File: src/rtl/fb_pkg.sv
// Shared frame-buffer geometry and the write-arbiter state encoding.
package fb_pkg;

    localparam int FB_WIDTH      = 128;
    localparam int FB_HEIGHT     = 48;
    localparam int FB_SIZE       = FB_WIDTH * FB_HEIGHT;
    localparam int FB_ADDR_WIDTH = 13;
    localparam int PIXEL_WIDTH   = 8;

    typedef enum logic {
        IDLE = 1'b0,
        FILL = 1'b1
    } arb_state_t;

endpackage

File: src/rtl/fb_write_arbiter_if.sv
// Requester handshake bundle plus the RAM write port that the arbiter drives.
interface fb_write_arbiter_if
    import fb_pkg::*;
#(
    parameter int NUM_REQ    = 3,
    parameter int ADDR_WIDTH = FB_ADDR_WIDTH,
    parameter int DATA_WIDTH = PIXEL_WIDTH
);

    logic [NUM_REQ-1:0]            req_valid;
    logic [NUM_REQ-1:0]            req_ready;
    logic [NUM_REQ*ADDR_WIDTH-1:0] req_addr;
    logic [NUM_REQ*DATA_WIDTH-1:0] req_data;
    logic                          wr_enable;
    logic [ADDR_WIDTH-1:0]         wr_addr;
    logic [DATA_WIDTH-1:0]         wr_data;

    modport master (
        output req_valid, req_addr, req_data,
        input  req_ready, wr_enable, wr_addr, wr_data
    );

    modport slave (
        input  req_valid, req_addr, req_data,
        output req_ready, wr_enable, wr_addr, wr_data
    );

endinterface

File: src/rtl/fb_write_arbiter_rr_arbiter.sv
// Round-robin picker: grants the first valid requester at or after ptr, wrapping modulo NUM_REQ.
module rr_arbiter #(
    parameter int NUM_REQ = 3
) (
    input  logic [NUM_REQ-1:0] valid,
    input  logic [2:0]         ptr,
    input  logic               enable,
    output logic [NUM_REQ-1:0] grant,
    output logic [2:0]         winner
);

    localparam int IW = (NUM_REQ > 1) ? $clog2(NUM_REQ) : 1;
    localparam logic [IW:0] NREQ = (IW+1)'(NUM_REQ);

    logic        found;
    logic [IW:0] pos;

    always_comb begin
        grant  = '0;
        winner = '0;
        found  = 1'b0;
        pos    = '0;
        for (int k = 0; k < NUM_REQ; k++) begin
            pos = {1'b0, ptr[IW-1:0]} + (IW+1)'(k);
            if (pos >= NREQ) pos = pos - NREQ;
            if (enable && !found && valid[pos[IW-1:0]]) begin
                found                = 1'b1;
                grant[pos[IW-1:0]]   = 1'b1;
                winner               = 3'(pos[IW-1:0]);
            end
        end
    end

endmodule

File: src/rtl/fb_write_arbiter.sv
// Shares the frame-buffer RAM write port between NUM_REQ pixel sources and a whole-buffer fill engine.
module fb_write_arbiter
    import fb_pkg::*;
#(
    parameter int NUM_REQ    = 3,
    parameter int ADDR_WIDTH = FB_ADDR_WIDTH,
    parameter int DATA_WIDTH = PIXEL_WIDTH,
    parameter int FB_SIZE    = FB_WIDTH * FB_HEIGHT
) (
    input  logic                  clk,
    input  logic                  reset_n,
    fb_write_arbiter_if.slave     bus,
    input  logic                  fill_start,
    input  logic [DATA_WIDTH-1:0] fill_value,
    output logic                  fill_busy,
    output logic [2:0]            grant_id,
    output logic [15:0]           drop_count
);

    generate
        if (FB_SIZE > (1 << ADDR_WIDTH)) begin : g_size_check
            $error("FB_SIZE does not fit in ADDR_WIDTH address bits");
        end
        if (NUM_REQ < 2 || NUM_REQ > 8) begin : g_req_check
            $error("NUM_REQ must be in 2..8");
        end
    endgenerate

    localparam logic [ADDR_WIDTH-1:0] LAST_ADDR = ADDR_WIDTH'(FB_SIZE - 1);
    localparam logic [ADDR_WIDTH:0]   SIZE_LIM  = (ADDR_WIDTH+1)'(FB_SIZE);
    localparam logic [2:0]            LAST_REQ  = 3'(NUM_REQ - 1);

    function automatic logic [15:0] sat_inc(input logic [15:0] v);
        return (v == 16'hFFFF) ? v : v + 16'd1;
    endfunction

    arb_state_t            state, state_nxt;
    logic [2:0]            ptr, ptr_nxt;
    logic [ADDR_WIDTH-1:0] fill_cnt, fill_cnt_nxt;
    logic [DATA_WIDTH-1:0] fill_val, fill_val_nxt;
    logic                  wr_enable_p1, wr_enable_nxt;
    logic [ADDR_WIDTH-1:0] wr_addr_p1, wr_addr_nxt;
    logic [DATA_WIDTH-1:0] wr_data_p1, wr_data_nxt;
    logic [2:0]            grant_id_nxt;
    logic [15:0]           drop_count_nxt;

    logic                  arb_en;
    logic [NUM_REQ-1:0]    grant;
    logic [2:0]            winner;
    logic [ADDR_WIDTH-1:0] sel_addr;
    logic [DATA_WIDTH-1:0] sel_data;

    // A same-cycle fill_start wins over every requester, so arbitration is masked by it.
    assign arb_en = reset_n && (state == IDLE) && !fill_start;

    rr_arbiter #(.NUM_REQ(NUM_REQ)) u_rr_arbiter (
        .valid  (bus.req_valid),
        .ptr    (ptr),
        .enable (arb_en),
        .grant  (grant),
        .winner (winner)
    );

    assign bus.req_ready = grant;
    assign fill_busy     = (state == FILL);
    assign bus.wr_enable = wr_enable_p1;
    assign bus.wr_addr   = wr_addr_p1;
    assign bus.wr_data   = wr_data_p1;

    always_comb begin
        sel_addr = '0;
        sel_data = '0;
        for (int i = 0; i < NUM_REQ; i++) begin
            if (grant[i]) begin
                sel_addr = sel_addr | bus.req_addr[i*ADDR_WIDTH +: ADDR_WIDTH];
                sel_data = sel_data | bus.req_data[i*DATA_WIDTH +: DATA_WIDTH];
            end
        end
    end

    always_comb begin
        state_nxt      = state;
        ptr_nxt        = ptr;
        fill_cnt_nxt   = fill_cnt;
        fill_val_nxt   = fill_val;
        wr_enable_nxt  = 1'b0;
        wr_addr_nxt    = wr_addr_p1;
        wr_data_nxt    = wr_data_p1;
        grant_id_nxt   = grant_id;
        drop_count_nxt = drop_count;
        case (state)
            IDLE: begin
                if (fill_start) begin
                    state_nxt    = FILL;
                    fill_val_nxt = fill_value;
                    fill_cnt_nxt = '0;
                end else if (|grant) begin
                    ptr_nxt      = (winner == LAST_REQ) ? 3'd0 : winner + 3'd1;
                    grant_id_nxt = winner;
                    if ({1'b0, sel_addr} < SIZE_LIM) begin
                        wr_enable_nxt = 1'b1;
                        wr_addr_nxt   = sel_addr;
                        wr_data_nxt   = sel_data;
                    end else begin
                        drop_count_nxt = sat_inc(drop_count);
                    end
                end
            end
            FILL: begin
                wr_enable_nxt = 1'b1;
                wr_addr_nxt   = fill_cnt;
                wr_data_nxt   = fill_val;
                if (fill_cnt == LAST_ADDR) state_nxt = IDLE;
                else fill_cnt_nxt = fill_cnt + 1'b1;
            end
            default: state_nxt = IDLE;
        endcase
    end

    // Register stage p1: everything the RAM and debug ports see.
    always_ff @(posedge clk) begin
        if (!reset_n) begin
            state        <= IDLE;
            ptr          <= '0;
            fill_cnt     <= '0;
            fill_val     <= '0;
            wr_enable_p1 <= 1'b0;
            wr_addr_p1   <= '0;
            wr_data_p1   <= '0;
            grant_id     <= '0;
            drop_count   <= '0;
        end else begin
            state        <= state_nxt;
            ptr          <= ptr_nxt;
            fill_cnt     <= fill_cnt_nxt;
            fill_val     <= fill_val_nxt;
            wr_enable_p1 <= wr_enable_nxt;
            wr_addr_p1   <= wr_addr_nxt;
            wr_data_p1   <= wr_data_nxt;
            grant_id     <= grant_id_nxt;
            drop_count   <= drop_count_nxt;
        end
    end

endmodule

File: src/flat_wrapper.sv
// flat-port wrapper written by rule: the top's interface ports become plain ports
module fb_write_arbiter_flat import fb_pkg::*;
#(
    parameter int NUM_REQ    = 3,
    parameter int ADDR_WIDTH = FB_ADDR_WIDTH,
    parameter int DATA_WIDTH = PIXEL_WIDTH,
    parameter int FB_SIZE    = FB_WIDTH * FB_HEIGHT
)
  (clk, reset_n, fill_start, fill_value, fill_busy, grant_id, drop_count, bus_req_valid, bus_req_addr, bus_req_data, bus_req_ready, bus_wr_enable, bus_wr_addr, bus_wr_data);
  fb_write_arbiter_if #(.NUM_REQ(NUM_REQ), .ADDR_WIDTH(ADDR_WIDTH), .DATA_WIDTH(DATA_WIDTH)) bus_i ();
  input  logic clk;
  input  logic reset_n;
  input  logic fill_start;
  input  logic [DATA_WIDTH-1:0] fill_value;
  output logic fill_busy;
  output logic [2:0] grant_id;
  output logic [15:0] drop_count;
  input wire logic [$bits(bus_i.req_valid)-1:0] bus_req_valid;
  input wire logic [$bits(bus_i.req_addr)-1:0] bus_req_addr;
  input wire logic [$bits(bus_i.req_data)-1:0] bus_req_data;
  output wire logic [$bits(bus_i.req_ready)-1:0] bus_req_ready;
  output wire logic [$bits(bus_i.wr_enable)-1:0] bus_wr_enable;
  output wire logic [$bits(bus_i.wr_addr)-1:0] bus_wr_addr;
  output wire logic [$bits(bus_i.wr_data)-1:0] bus_wr_data;
  assign bus_i.req_valid = bus_req_valid;
  assign bus_i.req_addr = bus_req_addr;
  assign bus_i.req_data = bus_req_data;
  assign bus_req_ready = bus_i.req_ready;
  assign bus_wr_enable = bus_i.wr_enable;
  assign bus_wr_addr = bus_i.wr_addr;
  assign bus_wr_data = bus_i.wr_data;
  fb_write_arbiter #(.NUM_REQ(NUM_REQ), .ADDR_WIDTH(ADDR_WIDTH), .DATA_WIDTH(DATA_WIDTH), .FB_SIZE(FB_SIZE)) u_core (.clk(clk), .reset_n(reset_n), .bus(bus_i), .fill_start(fill_start), .fill_value(fill_value), .fill_busy(fill_busy), .grant_id(grant_id), .drop_count(drop_count));
endmodule
File: config.mk
export PLATFORM = sky130hd
export DESIGN_NAME = fb_write_arbiter_flat
export DESIGN_NICKNAME = d
export VERILOG_FILES = /design/src/rtl/fb_pkg.sv /design/src/rtl/fb_write_arbiter_if.sv /design/src/rtl/fb_write_arbiter_rr_arbiter.sv /design/src/rtl/fb_write_arbiter.sv /design/src/flat_wrapper.sv
export SDC_FILE = /design/constraint.sdc
export NUM_CORES = 1
export LEC_CHECK = 0
export CAP_MARGIN = 30
export CORE_ASPECT_RATIO = 2
export CORE_UTILIZATION = 41
export DETAILED_ROUTE_END_ITERATION = 10
export PLACE_DENSITY = 0.77
export RECOVER_POWER = 25
export SLEW_MARGIN = 10
export SYNTH_ARGS = -nofsm -noshare
export SYNTH_HDL_FRONTEND = slang
export SYNTH_SLANG_ARGS = --single-unit
export TNS_END_PERCENT = 1
File: constraint.sdc
create_clock -name clk -period 3.1 [get_ports clk]
set_input_delay 0.62 -clock clk [delete_from_list [all_inputs] [get_ports clk]]
set_output_delay 0.62 -clock clk [all_outputs]
set_load 0.02 [all_outputs]
### Yosys cells after proc, flatten, opt, wreduce, memory -nomap -nowiden

Index checks and enable logic that the tools add are counted.
Widths: inputs -> output; s select.

| word-level totals | value |
|---|---|
| register bits | 65 |
| bits in latches | 0 |
| bits in writable memories | 0 |
| bits in read-only memories | 0 |
| input bits | 77 |
| output and inout bits | 45 |
| logic and storage cells | 112 |
| memories kept | 0 |

| operators by class | value |
|---|---|
| $add $sub $neg | 8 |
| multipliers | 0 |
| divide/modulo/power cells | 0 |
| order comparisons | 10 |
| eq/ne operators | 8 |
| shift operators | 0 |
| muxes and demuxes | 48 |
| bitwise logic cells | 10 |
| reductions and logical operators | 19 |

Operators by type and width:

| operator | number |
|---|---|
| $mux 13 | 8 |
| $pmux 13 s2 | 2 |
| $mux 8 | 6 |
| $or 13x13->13 | 2 |
| $add 16x1->16 const B | 1 |
| $eq 16x16->1 const B | 1 |
| $or 8x8->8 | 2 |
| $pmux 8 s2 | 1 |
| $mux 3 | 5 |
| $add 13x1->13 const B | 1 |
| $eq 13x13->1 const B | 1 |
| $lt 13x13->1 const B | 1 |
| $mux 1 | 13 |
| $logic_and 1x1->1 | 10 |
| $mux 2 | 5 |
| $ne 2x2->1 const B | 5 |
| $lt 2x3->1 const B | 3 |
| $bmux 1 s2 | 3 |
| $demux 1 s2 | 3 |
| $ge 2x1->1 const B | 3 |
| $ge 3x2->1 const B | 2 |
| $or 3x3->3 | 2 |
| $reduce_and 3->1 | 2 |
| $sub 2x2->2 const B | 3 |
| other kinds (11) | 18 |

### Depth between registers and ports, before layout

| logic depth | value |
|---|---|
| depth in word-level cells | 24 |
| gate-level depth with buffers | 13 |
| gate-level depth less buffers | 10 |

### Modules after synthesis

From an unflattened synthesis, not the netlist that was laid out.

| unflattened totals | value |
|---|---|
| cells, all modules | 446 |
| area total of the unflattened synthesis | 3674.8 sq um |

By module, submodules not included:

| module | instances | cells an instance | area each (sq um) | seq. area each (sq um) |
|---|---|---|---|---|
| fb_write_arbiter | 1 | 404 | 3370.7 | 1321.3 |
| rr_arbiter | 1 | 42 | 304.0 | 0.0 |

### Worst setup path before layout

Ideal clock, no wire load.

| path | value |
|---|---|
| path type | register to register |
| from | register u_core.ptr[0] |
| to | register u_core.drop_count[3] |
| library setup time | 0.131 ns |
| arrival time | 2.921 ns |
| required time | 2.969 ns |
| slack | 0.048 ns |
| stages on the path, launching flop included | 13 |
| buffers on the path | 2 |
| period minus slack after synthesis | 3.052 ns |
| cell sequence | dfxtp_1 -> inv_1 -> ha_1 -> and2b_1 -> nand3b_1 -> a211o_1 -> a211oi_1 -> o22ai_1 -> a2111o_1 -> clkbuf_1 -> clkbuf_1 -> o211ai_1 -> o31ai_1 |

| on the way | value |
|---|---|
| word-level cells in the longest chain between the ends | 22 |
| elaborated cells between the ends (all ways) | 55 |
| classes of those cells | add/sub: 5; order compare: 10; mux: 23; bitwise: 5; reduce/logical: 12 |

Ends and longest elaborated chain:

| element | line | text |
|---|---|---|
| from (decl) | fb_write_arbiter.sv:38 | `logic [2:0] ptr, ptr_nxt;` |
| from (signal assigned) | fb_write_arbiter.sv:134 | `ptr <= ptr_nxt;` |
| branches (longest 13 deep; another with $add 2x1->3) | n/a |  |
| $mux 3 * | fb_write_arbiter_rr_arbiter.sv:26 | `if (enable && !found && valid[pos[IW-1:0]]) begin` |
| $mux 13 | fb_write_arbiter.sv:74 | `if (grant[i]) begin` |
| $or 13x13->13 | fb_write_arbiter.sv:75 | `sel_addr = sel_addr \| bus.req_addr[i*ADDR_WIDTH +: ADDR_WIDTH];` |
| $mux 13 | fb_write_arbiter.sv:74 |  |
| $or 13x13->13 | fb_write_arbiter.sv:75 |  |
| $mux 13 | fb_write_arbiter.sv:74 |  |
| $lt 13x13->1 | fb_write_arbiter.sv:100 | `if ({1'b0, sel_addr} < SIZE_LIM) begin` |
| $not 1->1 (no line) | n/a |  |
| $reduce_and 5->1 (no line) * | n/a |  |
| to (signal assigned) | fb_write_arbiter.sv:141 | `drop_count <= drop_count_nxt;` |
| to (decl) | fb_write_arbiter.sv:17 | `output logic [15:0] drop_count` |

Mark *: on every way between the ends. The select of a mux whose other input is x is not followed.
A chain may end at the register's enable or synchronous reset.

### Final worst setup path

| path | value |
|---|---|
| from | register u_core.ptr[0] |
| to | register u_core.drop_count[13] |

Same word-level chain as after synthesis.

==> results.cfg <==
[grt]
grt_start_max_net_pins = 47
grt_use_total_pct = 27.8
antenna_found_initial = 0
grt_pass1_wl_mm = 19.0
grt_pass1_vias = 4065
grt_overflow = 0

[pwr]
p_leak_nw = 2.15
power_per_cell_area_nw_per_um2 = 428
ir_drop_mv = 0.370
p_total_mw = 2.34

[layout]
area_growth_pct = 55.6
drive_gt1_share_pct = 13.0
n_antenna_cell = 0
layoutNonFillerInstCount = 706
post-route-util_pct = 66.0
nets = 687

[cts]
clockRootBuffer = clkbuf_16
cts_tree = built
clockBufferDepth = 2
path_clk_slew_ns = 0.05
clk_latency_ns = 0.33
cts_buffers = 9
htreeDepth = 3
clock-sinks = 64

[floorplan]
die_w_um = 67.5
die_h_um = 133
core_area_um2 = 8290
die_area_um2 = 8970
num_io_pins = 122
row_count = 47
start_util_pct = 42.4

[logic_synthesis]
synthMuxAreaShare_pct = 1.49
synthAdderAreaFrac_pct = 2.13
synthTopCellsByCount = nand3_1 (65), dfxtp_1 (64), nand2_1 (53)
synth-seq-area-share_pct = 36.4
synth-async-reset-ratio_pct = 0
syn_inst = 465
synthTopCellsByArea = dfxtp_1 (36%), nand3_1 (9.2%), nand2_1 (5.7%), a21oi_1 (5.4%), a222oi_1 (5.4%)
synth_top_area_share_pct = 36.4
synth_top_family_by_area = simple AND/OR/NAND/NOR gates
synth-simple-area-share_pct = 25.8
synth_edf_count = 0
synth-compound-area-share_pct = 25.1
yosysMostFrequentCell = nand3_1
synth_area_um2 = 3520
yosys_warnings = 0
synth_xor_area_share_pct = 1.25
synth_top_flop_cell = dfxtp_1
synth_area_per_cell_um2 = 7.56
yosysTopAreaCell = dfxtp_1
synth.net_count = 548
synth-seq-cells = 64
synth_cell_types = 45

[setup_path]
crit_fanout = 12
path_class = reg -> reg
rr_worst_depth = 12
r2r_slack_ns = 0.04
end_kind = flop
reg2reg_from = u_core.ptr[0]$_SDFFE_PN0P_
required_ns = 3.36
r2r-end = u_core.drop_count[13]$_SDFFE_PN0P_
critPathLaunchType = flop
arrival_ns = 3.32

[sta]
maxSlewHeadroom_pct = 45.1
slew_violations = 0
fin_worst_skew_ns = 0.00450
rsz0062_at_grt = true
tightest_slew_ns = 0.823
max_freq_mhz = 326
hold_viol = 0
finalCriticalPeriod_ns = 3.06
finalSetupViolations = 0
whs_ns = 0.455
fin_crit_sh_pct = 98.9
fin_tns_setup_ns = 0

[place]
globalplace.congestion = 0.920
io_buffer_count = 120
dp.cells = 685
dpl.hpwl_mm = 8.90

[detailed_routing]
wl_per_cell_um = 17.5
num_vias = 4189
avgViaCountPerCell = 5.93
detail-route-antenna-nets = 0
wl_mm = 12.4
first_pass_iters = 5
drt_iter0_drc = 329
drc = 0

[min_path]
hold_class = reg -> reg
hold_end = u_core.fill_val[3]$_SDFFE_PN0P_
hold_depth = 2
hp-start = u_core.fill_val[3]$_SDFFE_PN0P_

[run]
cap_viol_max_count = 0

[run_status]
status = completed
-- area by class of cell --
cell class                 instances  area (um2)
clock inverter                     4        70.1
fill                             693        2820
multi-input combinational        331        2060
tap                               98         123
clock buffer                      11         233
sequential                        64        1290
inverter                          35         134
timing repair buffer             163        1570
-- through the flow --
step           setup slack, ns  area, um2
2_1_floorplan           0.0480       3520
3_3_place_gp            -0.368       5030
3_5_place_dp            -0.462       5030
4_1_cts                0.00445       5350
5_1_grt                -0.0559       5470
6_report                0.0351       5470
-- kinds of logic (layout without fill, tap and decap cells) --
kind of cell | count (synthesis) | count (layout)
and+or+nand+nor | 186 | 186
other | 1 | 1
DFF | 64 | 64
muxes | 5 | 5
xor gates and xnor gates | 5 | 5
adders and majority gates | 6 | 6
buffers and inverters | 70 | 213
AOI/OAI and AO/OA | 128 | 128
-- power breakdown --
part           total (mW)  switching (mW)  leakage [nW]  internal [mW]
clock network        1.05           0.351         0.149          0.696
logic               0.432           0.220          1.48          0.212
registers           0.865          0.0175         0.520          0.848
total                2.34           0.588          2.15           1.76
-- how the worst max path moves through the flow --
stage / start / end / slack (ns) / depth (start not counted)
2_1_floorplan: u_core.ptr[0]$_SDFFE_PN0P_ / u_core.drop_count[3]$_SDFFE_PN0P_ / 0.05 / 12
5_1_grt: u_core.ptr[0]$_SDFFE_PN0P_ / u_core.drop_count[9]$_SDFFE_PN0P_ / -0.06 / 12
3_5_place_dp: bus_req_valid[0] / u_core.drop_count[15]$_SDFFE_PN0P_ / -0.46 / 10
4_1_cts: u_core.ptr[0]$_SDFFE_PN0P_ / u_core.drop_count[15]$_SDFFE_PN0P_ / 0.004 / 12
3_3_place_gp: bus_req_valid[0] / u_core.drop_count[5]$_SDFFE_PN0P_ / -0.37 / 10
6_report: u_core.ptr[0]$_SDFFE_PN0P_ / u_core.drop_count[13]$_SDFFE_PN0P_ / 0.04 / 12
-- sequential cells by signal, indices dropped and copies added, names as in the netlist --
signal	flops
u_core.drop_count	16
u_core.fill_cnt	13
u_core.bus.wr_addr	13
u_core.grant_id	2
u_core.ptr	2
u_core.fill_val	8
u_core.bus.wr_enable	1
u_core.bus.wr_data	8
u_core.fill_busy	1
-- cells in the final DEF (no fill, tap or decap), drive strengths merged, types with 3 or more instances in the layout --
cell type      count
o31ai              9
ha                 6
nand3             65
clkdlybuf4s50     91
or4                5
a21oi             38
buf               43
clkbuf            13
a31oi              5
a211oi             3
nand4              7
mux2i              3
dfxtp             64
dlygate4sd3       24
nand2b             3
or3                8
a211o              4
nor3               9
a222oi            19
xor2               4
inv               35
o211ai            25
nor2              18
o21ai             15
nand2             53
and3               6
-- critical path, stage by stage, from the launching register on --
cell and delay, ns:
dfxtp_4 0.39, inv_4 0.05, ha_4 0.24, and2b_1 0.20, nand3b_1 0.09, a211o_1 0.34, a211oi_2 0.27, buf_4 0.17
nor3_2 0.05, a2111o_1 0.44, buf_12 0.16, or4_1 0.46, a21oi_1 0.15
-- metal layers --
metal | part of all wire [%] | global-route usage (%) | wire (um) | vias to the layer above
met2 | 54 | 49.3 | 6730 | 174
met3 | 4.6 | 4.66 | 565 | 43
met5 | 0 | 0 | 0 | -
met4 | 4.9 | 14.8 | 608 | 0
met1 | 36 | 29.6 | 4460 | 1981
li1 | - | - | - | 1991
-- timing repair --
action,in CTS,in global routing
buffers inserted,0,5
pin swaps,2,6
hold buffers,0,0
cloned,0,1
resized for setup,9,16
setup endpoints to repair,14,16
hold endpoints to repair,0,0
Note: power is estimated with default switching activity, not from simulation.
